--- src/rtl/lcd_frame_writer.sv ---
// KS0108 128x64 frame refresher fed by the upstream column-byte stream.
// Define LCD_CLEAR_EN to blank all 8 pages once, right after start-up.
module lcd_frame_writer #(
   parameter int         RST_CYCLES = 16,
   parameter logic [5:0] START_LINE = 6'd0
) (
   input  logic       clk_div,
   input  logic       rst_n,
   input  logic [7:0] data_in,
   input  logic       data_valid,
   output logic       en,
   output logic [7:0] lcd_data,
   output logic       lcd_di,
   output logic       lcd_rw,
   output logic       lcd_e,
   output logic       lcd_cs1,
   output logic       lcd_cs2,
   output logic       lcd_rst,
   output logic [2:0] page,
   output logic       frame_done
);

   localparam int            RW       = $clog2(RST_CYCLES + 1);
   localparam logic [RW-1:0] RST_LAST = RW'(RST_CYCLES - 1);

   typedef enum logic [3:0] {
      S_RST,
      S_INIT,
      S_START,
      S_PAGE,
      S_COL,
      S_REQ,
      S_WAIT,
      S_DATA
`ifdef LCD_CLEAR_EN
      , S_CLEAR
`endif
   } state_t;

   state_t        state_q;
   logic [1:0]    ph_q;
   logic [RW-1:0] rcnt_q;
   logic [5:0]    col_q;
   logic [2:0]    page_q;
   logic [2:0]    page_nx;
   logic          en_q;
   logic [7:0]    data_q;
   logic          di_q;
   logic          e_q;
   logic          cs_q;
   logic          lrst_q;
   logic          fd_q;
`ifdef LCD_CLEAR_EN
   logic          clr_q;
`endif

   assign page_nx    = page_q + 3'd1;
   assign en         = en_q;
   assign lcd_data   = data_q;
   assign lcd_di     = di_q;
   assign lcd_rw     = 1'b0;
   assign lcd_e      = e_q;
   assign lcd_cs1    = cs_q;
   assign lcd_cs2    = cs_q;
   assign lcd_rst    = lrst_q;
   assign page       = page_q;
   assign frame_done = fd_q;

   // Sequencer: reset hold, command/data bus cycles, byte requests.
   always_ff @(posedge clk_div or negedge rst_n) begin
      if (!rst_n) begin
         state_q <= S_RST;
         ph_q    <= '0;
         rcnt_q  <= '0;
         col_q   <= '0;
         page_q  <= '0;
         en_q    <= 1'b0;
         data_q  <= '0;
         di_q    <= 1'b0;
         e_q     <= 1'b0;
         cs_q    <= 1'b0;
         lrst_q  <= 1'b0;
         fd_q    <= 1'b0;
`ifdef LCD_CLEAR_EN
         clr_q   <= 1'b0;
`endif
      end else begin
         en_q <= 1'b0;
         fd_q <= 1'b0;
         unique case (state_q)
            S_RST: begin
               if (rcnt_q == RST_LAST) begin
                  lrst_q  <= 1'b1;
                  cs_q    <= 1'b1;
                  di_q    <= 1'b0;
                  data_q  <= 8'h3F;
                  ph_q    <= 2'd0;
                  state_q <= S_INIT;
               end else begin
                  rcnt_q <= rcnt_q + 1'b1;
               end
            end
            S_REQ: state_q <= S_WAIT;
            S_WAIT: begin
               if (data_valid) begin
                  data_q  <= data_in;
                  di_q    <= 1'b1;
                  ph_q    <= 2'd0;
                  state_q <= S_DATA;
               end else begin
                  en_q    <= 1'b1;
                  state_q <= S_REQ;
               end
            end
            default: begin
               case (ph_q)
                  2'd0: begin
                     e_q  <= 1'b1;
                     ph_q <= 2'd1;
                  end
                  2'd1: begin
                     e_q  <= 1'b0;
                     ph_q <= 2'd2;
                     if (state_q == S_DATA && col_q == 6'd63 &&
                         page_q == 3'd7)
                        fd_q <= 1'b1;
                  end
                  default: begin
                     ph_q <= 2'd0;
                     case (state_q)
                        S_INIT: begin
                           data_q  <= {2'b11, START_LINE};
                           state_q <= S_START;
                        end
                        S_START: begin
                           data_q  <= {5'b10111, page_q};
                           state_q <= S_PAGE;
`ifdef LCD_CLEAR_EN
                           clr_q   <= 1'b1;
`endif
                        end
                        S_PAGE: begin
                           data_q  <= 8'h40;
                           col_q   <= 6'd0;
                           state_q <= S_COL;
                        end
                        S_COL: begin
`ifdef LCD_CLEAR_EN
                           if (clr_q) begin
                              data_q  <= 8'h00;
                              di_q    <= 1'b1;
                              state_q <= S_CLEAR;
                           end else begin
                              en_q    <= 1'b1;
                              state_q <= S_REQ;
                           end
`else
                           en_q    <= 1'b1;
                           state_q <= S_REQ;
`endif
                        end
                        S_DATA: begin
                           col_q <= col_q + 6'd1;
                           if (col_q == 6'd63) begin
                              page_q  <= page_nx;
                              data_q  <= {5'b10111, page_nx};
                              di_q    <= 1'b0;
                              state_q <= S_PAGE;
                           end else begin
                              en_q    <= 1'b1;
                              state_q <= S_REQ;
                           end
                        end
`ifdef LCD_CLEAR_EN
                        S_CLEAR: begin
                           col_q <= col_q + 6'd1;
                           if (col_q == 6'd63) begin
                              page_q  <= page_nx;
                              data_q  <= {5'b10111, page_nx};
                              di_q    <= 1'b0;
                              state_q <= S_PAGE;
                              if (page_q == 3'd7)
                                 clr_q <= 1'b0;
                           end else begin
                              data_q <= 8'h00;
                           end
                        end
`endif
                        default: state_q <= S_RST;
                     endcase
                  end
               endcase
            end
         endcase
      end
   end

endmodule

--- config.mk ---
export PLATFORM = sky130hd
export DESIGN_NAME = lcd_frame_writer
export DESIGN_NICKNAME = d
export VERILOG_FILES = /design/src/rtl/lcd_frame_writer.sv
export SDC_FILE = /design/constraint.sdc
export NUM_CORES = 1
export LEC_CHECK = 0
export CAP_MARGIN = 10
export CORE_ASPECT_RATIO = 1.25
export CORE_MARGIN = 2
export CORE_UTILIZATION = 45
export DETAILED_ROUTE_END_ITERATION = 8
export PLACE_DENSITY_LB_ADDON = 0.1
export SLEW_MARGIN = 20
export SYNTH_ARGS = -nofsm -noshare
export SYNTH_HDL_FRONTEND = slang
export SYNTH_SLANG_ARGS = --single-unit
--- constraint.sdc ---
create_clock -name clk_div -period 3 [get_ports clk_div]
set_clock_uncertainty 0.2 [all_clocks]
set_input_delay 0.45 -clock clk_div [delete_from_list [all_inputs] [get_ports clk_div]]
set_output_delay 0.45 -clock clk_div [all_outputs]
set_load 0.02 [all_outputs]
# Word-level counts from Yosys, hierarchy flattened
# Cells that the tools add are included.
[word_totals] regBits=33 inputBits=11 output_inout_bits=19 wordCells=87
[classes] add_sub_neg=3 n_eq_ne=16 muxes=32 bitwise_logic=4 n_reduce_logical=21
[ops] operator="2-to-1 mux 8 bit" n=4
[ops] operator="one-hot mux 8 bit (4 select lines)" n=1
[ops] operator="one-hot mux 8 bit (3 select lines)" n=1
[ops] operator="== test 4 x 3 -> 1 bit (second input constant)" n=4
[ops] operator="one-hot mux 3 bit (5 select lines)" n=1
[ops] operator="one-hot mux 4 bit (3 select lines)" n=1
[ops] operator="one-hot mux 6 bit (2 select lines)" n=1
[ops] operator="AND reduction 6 bit" n=2
[ops] operator="2-to-1 mux 1 bit" n=11
[ops] operator="== test 4 x 2 -> 1 bit (second input constant)" n=2
[ops] operator="2-to-1 mux 4 bit" n=2
[ops] operator="inequality test 4 x 1 -> 1 bit (second input constant)" n=2
[ops] operator="AND reduction 2 bit" n=4
[ops] operator="adder 6 x 1 -> 6 bit (second input constant)" n=1
[ops] operator="== test 6 bit (second input constant)" n=1
[ops] operator="2-to-1 mux 2 bit" n=3
[ops] operator="one-hot mux 1 bit (2 select lines)" n=3
[ops] operator="one-hot mux 2 bit (3 select lines)" n=1
[ops] operator="AND reduction 3 bit" n=2
[ops] operator="nonzero test 3 bit" n=2
[ops] operator="nonzero test 6 bit" n=1
[ops] operator="adder 5 x 1 -> 5 bit (second input constant)" n=1
[ops] operator="== test 5 x 4 -> 1 bit (second input constant)" n=1
[ops] operator="== test 4 x 1 -> 1 bit (second input constant)" n=1
[ops] operator="16 further kinds" n=23

# Logic depth before layout (Yosys ltp)
# Gate-level depths: netlist (run 1).
[depth] depth_word=6 depth_mapped=7 depth_no_buf=7

# Worst setup path before layout (run 1)
# OpenSTA, ideal clock, no wires.
[synth_timing] path_type="reg2reg" startpoint="register rcnt_q[0]" endpoint="register data_q[0], in the netlist lcd_data[0]" setup_ns=0.125 arrival_time_ns=1.768 required_ns=2.675 path_slack_ns=0.907 stages_incl_launch_ff=8 path_buffers=0 synth_period_minus_slack_ns=2.093 cell_sequence="dfrtp_1 ha_1 and3_1 ha_1 nor2_1 nor2_1 o211ai_4 mux2_4"
[synth_between] elab_chain_len=3
[synth_rtl] element="from (decl)" line_no="42" source="logic [RW-1:0] rcnt_q;"
[synth_rtl] element="from (signal assigned)" line_no="100" source="rcnt_q <= rcnt_q + 1'b1;"
[synth_rtl] element="== test 5 x 4 -> 1 bit" line_no="92" source="if (rcnt_q == RST_LAST) begin"
[synth_rtl] element="inequality test 2 bit (no source line)"
[synth_rtl] element="AND reduction 6 bit (no source line)"
[synth_rtl] element="to (signal assigned)" line_no="106" source="data_q <= data_in;"
[synth_rtl] element="to (signal assigned)" line_no="132" source="data_q <= {2'b11, START_LINE};"
[synth_rtl] element="to (signal assigned)" line_no="136" source="data_q <= {5'b10111, page_q};"
[synth_rtl] element="to (decl)" line_no="47" source="logic [7:0] data_q;"
# Every way passes these cells.
# A chain may end at the register's enable or synchronous reset.

# Final worst setup path (run 1)
# Same ends and word-level chain as after synthesis.

==> metrics.md, run 1 <==
| Metric | Value |
|---|---|
| # port buffers | 28 |
| Unrepaired setup endpoints after global routing | false |
| Post-CTS setup buffers | 0 |
| Wirelength, routed | approximately 4 mm |
| ANT cells | 0 |
| Max FO, Critical Path | 8 |
| Global-route congestion overflow total | 0 |
| Total of max-cap violations | 0 |
| Total iterations of the first detailed-routing run | 4 |
| WL met3 | approximately 120 microns |
| Ys flop type | dfrtp_1 |
| Worst Hold Class | reg -> reg |
| Initial antenna violation count | 0 |
| Min Clock Period, post-route | roughly 2.2 ns |
| Synthesized area | ~0.0018 sq mm |
| CTS Hold Bufs | 0 |
| Critical Path Source Type | flop |
| Global-route wire length before repair | about 6.6 mm |
| Pleak | between 1 and 1.5 nW |
| EDFF count, synth | 0 |
| Worst hold slack | roughly 0.28 ns |
| Critical path class | reg -> reg |
| YS warnings | 0 |
| Via count | approximately 1,400 |
| Area delta synth->final | 23.55% |
| 1st-iter DRT viols | 65 |
| Met2 wire len | around 2.1 mm |
| Endpoints failing setup | 0 |
| Number of global-route vias before repair | 1,362 |
| WP data required | 2.97 ns |
| H-tree levels | 2 |
| Vias per inst | between 5 and 6 |
| Fillers | 347 |
| Largest net degree at the start of global routing | 33 |
| PwrDens | between 800 and 900 mW/mm^2 |
| Core Region | around 0.0038 sq mm |
| Nets | about 230 |
| Die ar. | 0.004603 sq mm |
| GP Congestion | approximately 0.80 |
| Syn_nets | about 200 |
| CTS tree | done |
| Final Cell Area | between 0.002 and 0.0025 sq mm |
| Placement Cell Area | roughly 0.0021 sq mm |
| Status | completed |
| CTS clock-pin slew for the worst setup and hold paths | about 0.07 ns |
| Async set-or-reset flop fraction in the synthesized netlist | 100.0% |
| Synthesis-stage register bit count | 32 |
| Register area share after synthesis | a little over two fifths |
| Setup TNS | 0 ns |
| Final Hold Fails | 0 |
| Row count | 25 |
| Worst VDD drop | between 0.0003 and 0.0004 V |
| Clock buffer depth | 2 |
| Die W | between 60 and 70 microns |
| WL met1 | ~1.7 mm |
| Antenna viol nets, final | 0 |
| Post-Syn Area per Cell | slightly above 10 sq um |
| Worst-Skew Late Latency | between 0.2 and 0.3 ns |
| Top sig layer | met4 |
| Io pins | 30 |
| Ratio of cells with drive above 1 in the final layout | ~17% |
| Element type at the critical path end | flop |
| Critical Path AT | 2.19 ns |
| WL per Instance | roughly 15 microns |
| Starting Density | a little under half |
| Synth unique cells | 44 |
| Post-route total power | around 0.0019 W |
| Final Slew Violations | 0 |
| Hpwl dp | 2.916 mm |
| CTS buffer count | 5 |
| GRT Overall Usage | 19.52% |
| Max Freq | about 450 MHz |
| CTS root buffer | clkbuf_8 |
| Sink Count | 32 |
| Die Ht | between 70 and 80 microns |
| PostCTS Resize Cnt | 0 |
| Mapped Cells | 181 |
| Tcrit/Tclk final | about three quarters |
| DRC errors left | 0 |
[power breakdown]
| group | switching (W) | internal (W) | total (W) |
|---|---|---|---|
| logic | 0.000399 | 0.000385 | 0.000784 |
| clock network | 0.000157 | 0.000293 | 0.000450 |
| registers | 0.000130 | 0.000543 | 0.000672 |
| total | 0.000685 | 0.00122 | 0.00191 |
[per-stage QoR]
stage | utilization, % | worst slack, ns | cells
after floorplan | - | 0.9066 | 181
after global placement | 55.58 | 0.7876 | 256
after detailed placement | 55.58 | 0.7611 | 256
after CTS | 58.86 | 0.7631 | 264
after global routing | 58.86 | 0.6677 | 264
final | 58.86 | 0.7792 | 264
[critical path: stages, from the launching register on]
cell and delay, ns:
dfrtp_1 0.41, ha_1 0.22, and3_1 0.14, ha_1 0.24, nor2_1 0.10, nor2_1 0.07
o211ai_4 0.38, mux2_4 0.34
[cells in the final DEF (no fill, tap or decap), types with 2 or more instances in the layout]
master	n
dfrtp_1	32
clkdlybuf4s50_1	28
nand2_1	18
nor2_1	15
o21ai_0	11
a21oi_1	10
mux2_4	7
clkbuf_8	7
a21o_1	6
nand3_1	6
inv_1	5
ha_1	5
o22ai_1	4
nor2b_1	4
mux2i_1	4
buf_4	4
o31ai_1	3
nand2b_1	3
mux2_2	3
xnor2_1	3
nand3_2	2
nand4_1	2
nor3_1	2
inv_2	2
o221ai_1	2
nor3_4	2
[metal layers]
layer,up-vias,track usage (%)
li1,692,-
met1,719,24.37
met2,26,32.39
met3,5,4.414
met4,0,7.971
met5,-,0
[logic make-up (layout without fill, tap and decap cells)]
family	after synthesis	in the layout	share of synthesized area, %
and+or+nand+nor	60	60	17.47
AOI/OAI and AO/OA	46	46	17.54
DFF	32	32	43.69
buffers and inverters	18	47	5.393
muxes	14	14	9.761
adders and majority gates	6	6	4.027
xor gates and xnor gates	4	4	1.912
other	1	1	0.2046
[Yosys cell counts (4+ instances only)]
master,instances,share of area (%)
a21o_1,6,2.5
a21oi_1,10,2.7
buf_2,4,1.1
buf_4,7,2.9
dfrtp_1,32,44
ha_1,5,3.4
inv_1,5,1.0
mux2_4,7,5.7
mux2i_1,4,2.2
nand2_1,18,3.7
nand3_1,6,1.6
nor2_1,15,3.1
nor2b_1,4,1.4
o21ai_0,11,3.0
o22ai_1,4,1.4
[registers in the layout, indices dropped and copies added, names as in the netlist]
register	cells
lcd_di	1
lcd_data	8
en	1
rcnt_q	5
frame_done	1
ph_q	2
page	3
lcd_e	1
state_q	3
col_q	6
lcd_rst	1
[final timing paths]
| check | startpoint | cells after the start | to | slack [ns] |
|---|---|---|---|---|
| hold reg to reg | rcnt_q[3] | 1 | rcnt_q[3] | 0.28 |
| max in group asynchronous | rst_n | 2 | col_q[5] | 1.95 |
| hold / removal | rcnt_q[3] | 1 | rcnt_q[3] | 0.28 |
| setup / recovery | rcnt_q[0] | 7 | lcd_data[0] | 0.78 |
| min in group asynchronous | rst_n | 2 | page[2] | 0.36 |
| setup reg to reg | rcnt_q[0] | 7 | lcd_data[0] | 0.78 |
[cell type report]
class	instances	area, sq um	share of cell area [%]
Clock inverter	1	30.03	1.326
Inverter	7	26.28	1.160
Sequential cell	32	800.8	35.36
Tap cell	54	67.56	2.983
Clock buffer	7	96.34	4.254
Timing Repair Buffer	32	310.3	13.70
Multi-Input combinational cell	131	933.4	41.22
Power figures use the tool's default switching activity.
==> run 2: changes to the inputs <==
==> constraint.sdc (replaced) <==
create_clock -name clk_div -period 2.3 [get_ports clk_div]
set_clock_uncertainty 0.2 [all_clocks]
set_input_delay 0.345 -clock clk_div [delete_from_list [all_inputs] [get_ports clk_div]]
set_output_delay 0.345 -clock clk_div [all_outputs]
set_load 0.02 [all_outputs]
==> run 2 against run 1 <==
Against the previous run:
- critical path depth stayed put
- global-route usage fell by 0.26 points
- clock power increased by 32%
- register-to-register slack worse by 0.67 ns
- cell area grew 1.3%
- first-iteration DRC count fell by 20%
- die area did not move
- clock-buffer cell count did not move
- cell count rose by 1.5%
- largest cell class unchanged
- largest power group unchanged
==> metrics.md, run 2 (synthesis gave the netlist of run 1 again) <==
| Metric | Value |
|---|---|
| Global-route congestion overflow total | 0 (unchanged) |
| Global-route wire length before repair | 6.541 mm (was 6.596 mm) |
| Clock buffer depth | 2 (unchanged) |
| Commonest non-fill, non-tap cell in the layout | dfrtp_1 (unchanged) |
| Number of global-route vias before repair | 1,479 (was 1,362) |
| Fillers | 348 (was 347) |
| Sink Count | 32 (unchanged) |
| Cell count of the worst reg-to-reg path | 7 (unchanged) |
| Non-filler instance count after layout | 268 (was 264) |
| CTS clock-pin slew for the worst setup and hold paths | 0.07 ns (about the same) |
| PostCTS Resize Cnt | 0 (unchanged) |
| Final Cell Area | 0.002295 sq mm (was 0.002265 sq mm) |
| CP max stage cell | dfrtp_1 (unchanged) |
| Critical Path Source Type | flop (unchanged) |
| Placed cells | 260 (was 256) |
| ANT cells | 0 (unchanged) |
| Met2 Track Usage GR | 34.87% (was 32.39%) |
| Cell Chain, Critical Path | ha_1, and3_1, ha_1, nor2_1, nor2_1, o211ai_4, mux2_4 (unchanged) |
| Status | completed (unchanged) |
| GRT Overall Usage | 19.26% (was 19.52%) |
| Area delta synth->final | 25.19% (was 23.55%) |
| CTS root buffer | clkbuf_8 (unchanged) |
| Vias per inst | 5.444 (was 5.462) |
| Met1 Use GR | 22.04% (was 24.37%) |
| Largest net degree at the start of global routing | 33 (unchanged) |
| CTS tree | done (unchanged) |
| Endpoints failing setup | 0 (unchanged) |
| Die ar. | 0.004603 sq mm (unchanged) |
| Hpwl dp | 3.033 mm (was 2.916 mm) |
| Max reg flops | 8 (unchanged) |
| Final Slew Violations | 0 (unchanged) |
| Initial antenna violation count | 0 (unchanged) |
| CTS buffer count | 5 (unchanged) |
| Io pins | 30 (unchanged) |
| Die Ht | 75.36 microns (unchanged) |
| Post-CTS setup buffers | 0 (unchanged) |
| H-tree levels | 2 (unchanged) |
| Post-route total power | 0.002509 W (was 0.001906 W) |
| Min Clock Period, post-route | 2.186 ns (was 2.221 ns) |
| R2r setup slk | 0.11 ns (was 0.78 ns) |
| Worst Hold Class | in -> async (was reg -> reg) |
| Total of max-cap violations | 0 (unchanged) |
| GP Congestion | 0.8723 (was 0.7968) |
| WP data required | 2.27 ns (was 2.97 ns) |
| Ratio of cells with drive above 1 in the final layout | 18.22% (was 16.67%) |
| Row count | 25 (unchanged) |
| Critical path class | reg -> reg (unchanged) |
| Max Freq | 457.5 MHz (was 450.3 MHz) |
| Element type at the critical path end | flop (unchanged) |
| Worst hold slack | 0.2682 ns (was 0.2834 ns) |
| Starting Density | 47.64% (unchanged) |
| Met3 Use GR | 4.414% (unchanged) |
| Grt peak-use layer | met2 (unchanged) |
| Core Region | 0.003847 sq mm (unchanged) |
| Die W | 61.09 microns (unchanged) |
| Placement Cell Area | 0.002168 sq mm (was 0.002138 sq mm) |
| Worst VDD drop | 0.0004620 V (was 0.0003719 V) |
| Final Hold Fails | 0 (unchanged) |
| PwrDens | 1093 mW/mm^2 (was 841.6 mW/mm^2) |
| DRC errors left | 0 (unchanged) |
| Total iterations of the first detailed-routing run | 4 (unchanged) |
| Nets | 229 (was 225) |
| 1st-iter DRT viols | 52 (was 65) |
| Unrepaired setup endpoints after global routing | false (unchanged) |
| CTS Hold Bufs | 0 (unchanged) |
| Setup TNS | 0 ns (unchanged) |
| Tcrit/Tclk final | 95.04% (was 74.03%) |
| Slowest stage delay, CP | 0.41 ns (about the same) |
| # port buffers | 28 (unchanged) |
| Antenna viol nets, final | 0 (unchanged) |
| WL per Instance | 15.15 microns (was 14.90 microns) |
| Pleak | 1.045 nW (was 1.027 nW) |
| Most frequent cells in the layout | dfrtp_1 (32), clkdlybuf4s50_1 (28), nand2_1 (18) (unchanged) |
| Critical Path AT | 2.16 ns (was 2.19 ns) |
| Worst-Skew Late Latency | 0.28 ns (about the same) |
| Wirelength, routed | 4.060 mm (was 3.934 mm) |
| Via count | 1,459 (was 1,442) |
| Max FO, Critical Path | 8 (unchanged) |
[run 2: worst max-delay path: cells and delay by family (launching register included)]
kind / cells / cell delay (ns)
adder cells (fa/ha/maj): 2 / 0.41
flip-flops: 1 / 0.41
AO/OA/AOI/OAI: 1 / 0.39
AND/OR/NAND/NOR: 3 / 0.34
multiplexers: 1 / 0.34
[run 2: path summary, 6_finish.rpt]
path,start,endpoint
worst max-delay path,rcnt_q[0],lcd_data[5]
worst min-delay path,rst_n,state_q[1]
worst max register to register,rcnt_q[0],lcd_data[5]
worst min register to register,rcnt_q[3],rcnt_q[3]
max in group asynchronous,rst_n,state_q[0]
min in group clk_div,rcnt_q[3],rcnt_q[3]
[run 2: per-stage QoR]
| step | setup slack [ns] | util, % |
|---|---|---|
| final | 0.1140 | 59.64 |
| after global routing | 0.006170 | 59.64 |
| after CTS | 0.09977 | 59.64 |
| after detailed placement | 0.1174 | 56.36 |
| after global placement | 0.1836 | 56.36 |
| after floorplan | 0.2066 | - |
[run 2: where the power goes]
part	switching (W)	internal, W	total [W]	leakage [nW]
combinational	0.000536	0.000513	0.00105	0.580
clock	0.000210	0.000382	0.000593	0.0645
sequential	0.000160	0.000708	0.000868	0.400
total	0.000907	0.00160	0.00251	1.04
[run 2: cell type report]
class	instances	area (sq um)	area share, %
clock buffer	7	96.34	4.198
clock inverter	1	30.03	1.309
inverter	7	26.28	1.145
multi-input combinational	131	933.4	40.68
sequential	32	800.8	34.90
tap	54	67.56	2.944
timing repair buffer	36	340.3	14.83
[run 2: layer usage]
metal  part of all wire [%]  vias up
met5                      0        -
met4                    1.1        0
met3                    2.9        5
met2                     55       33
met1                     41      715
li1                       -      706
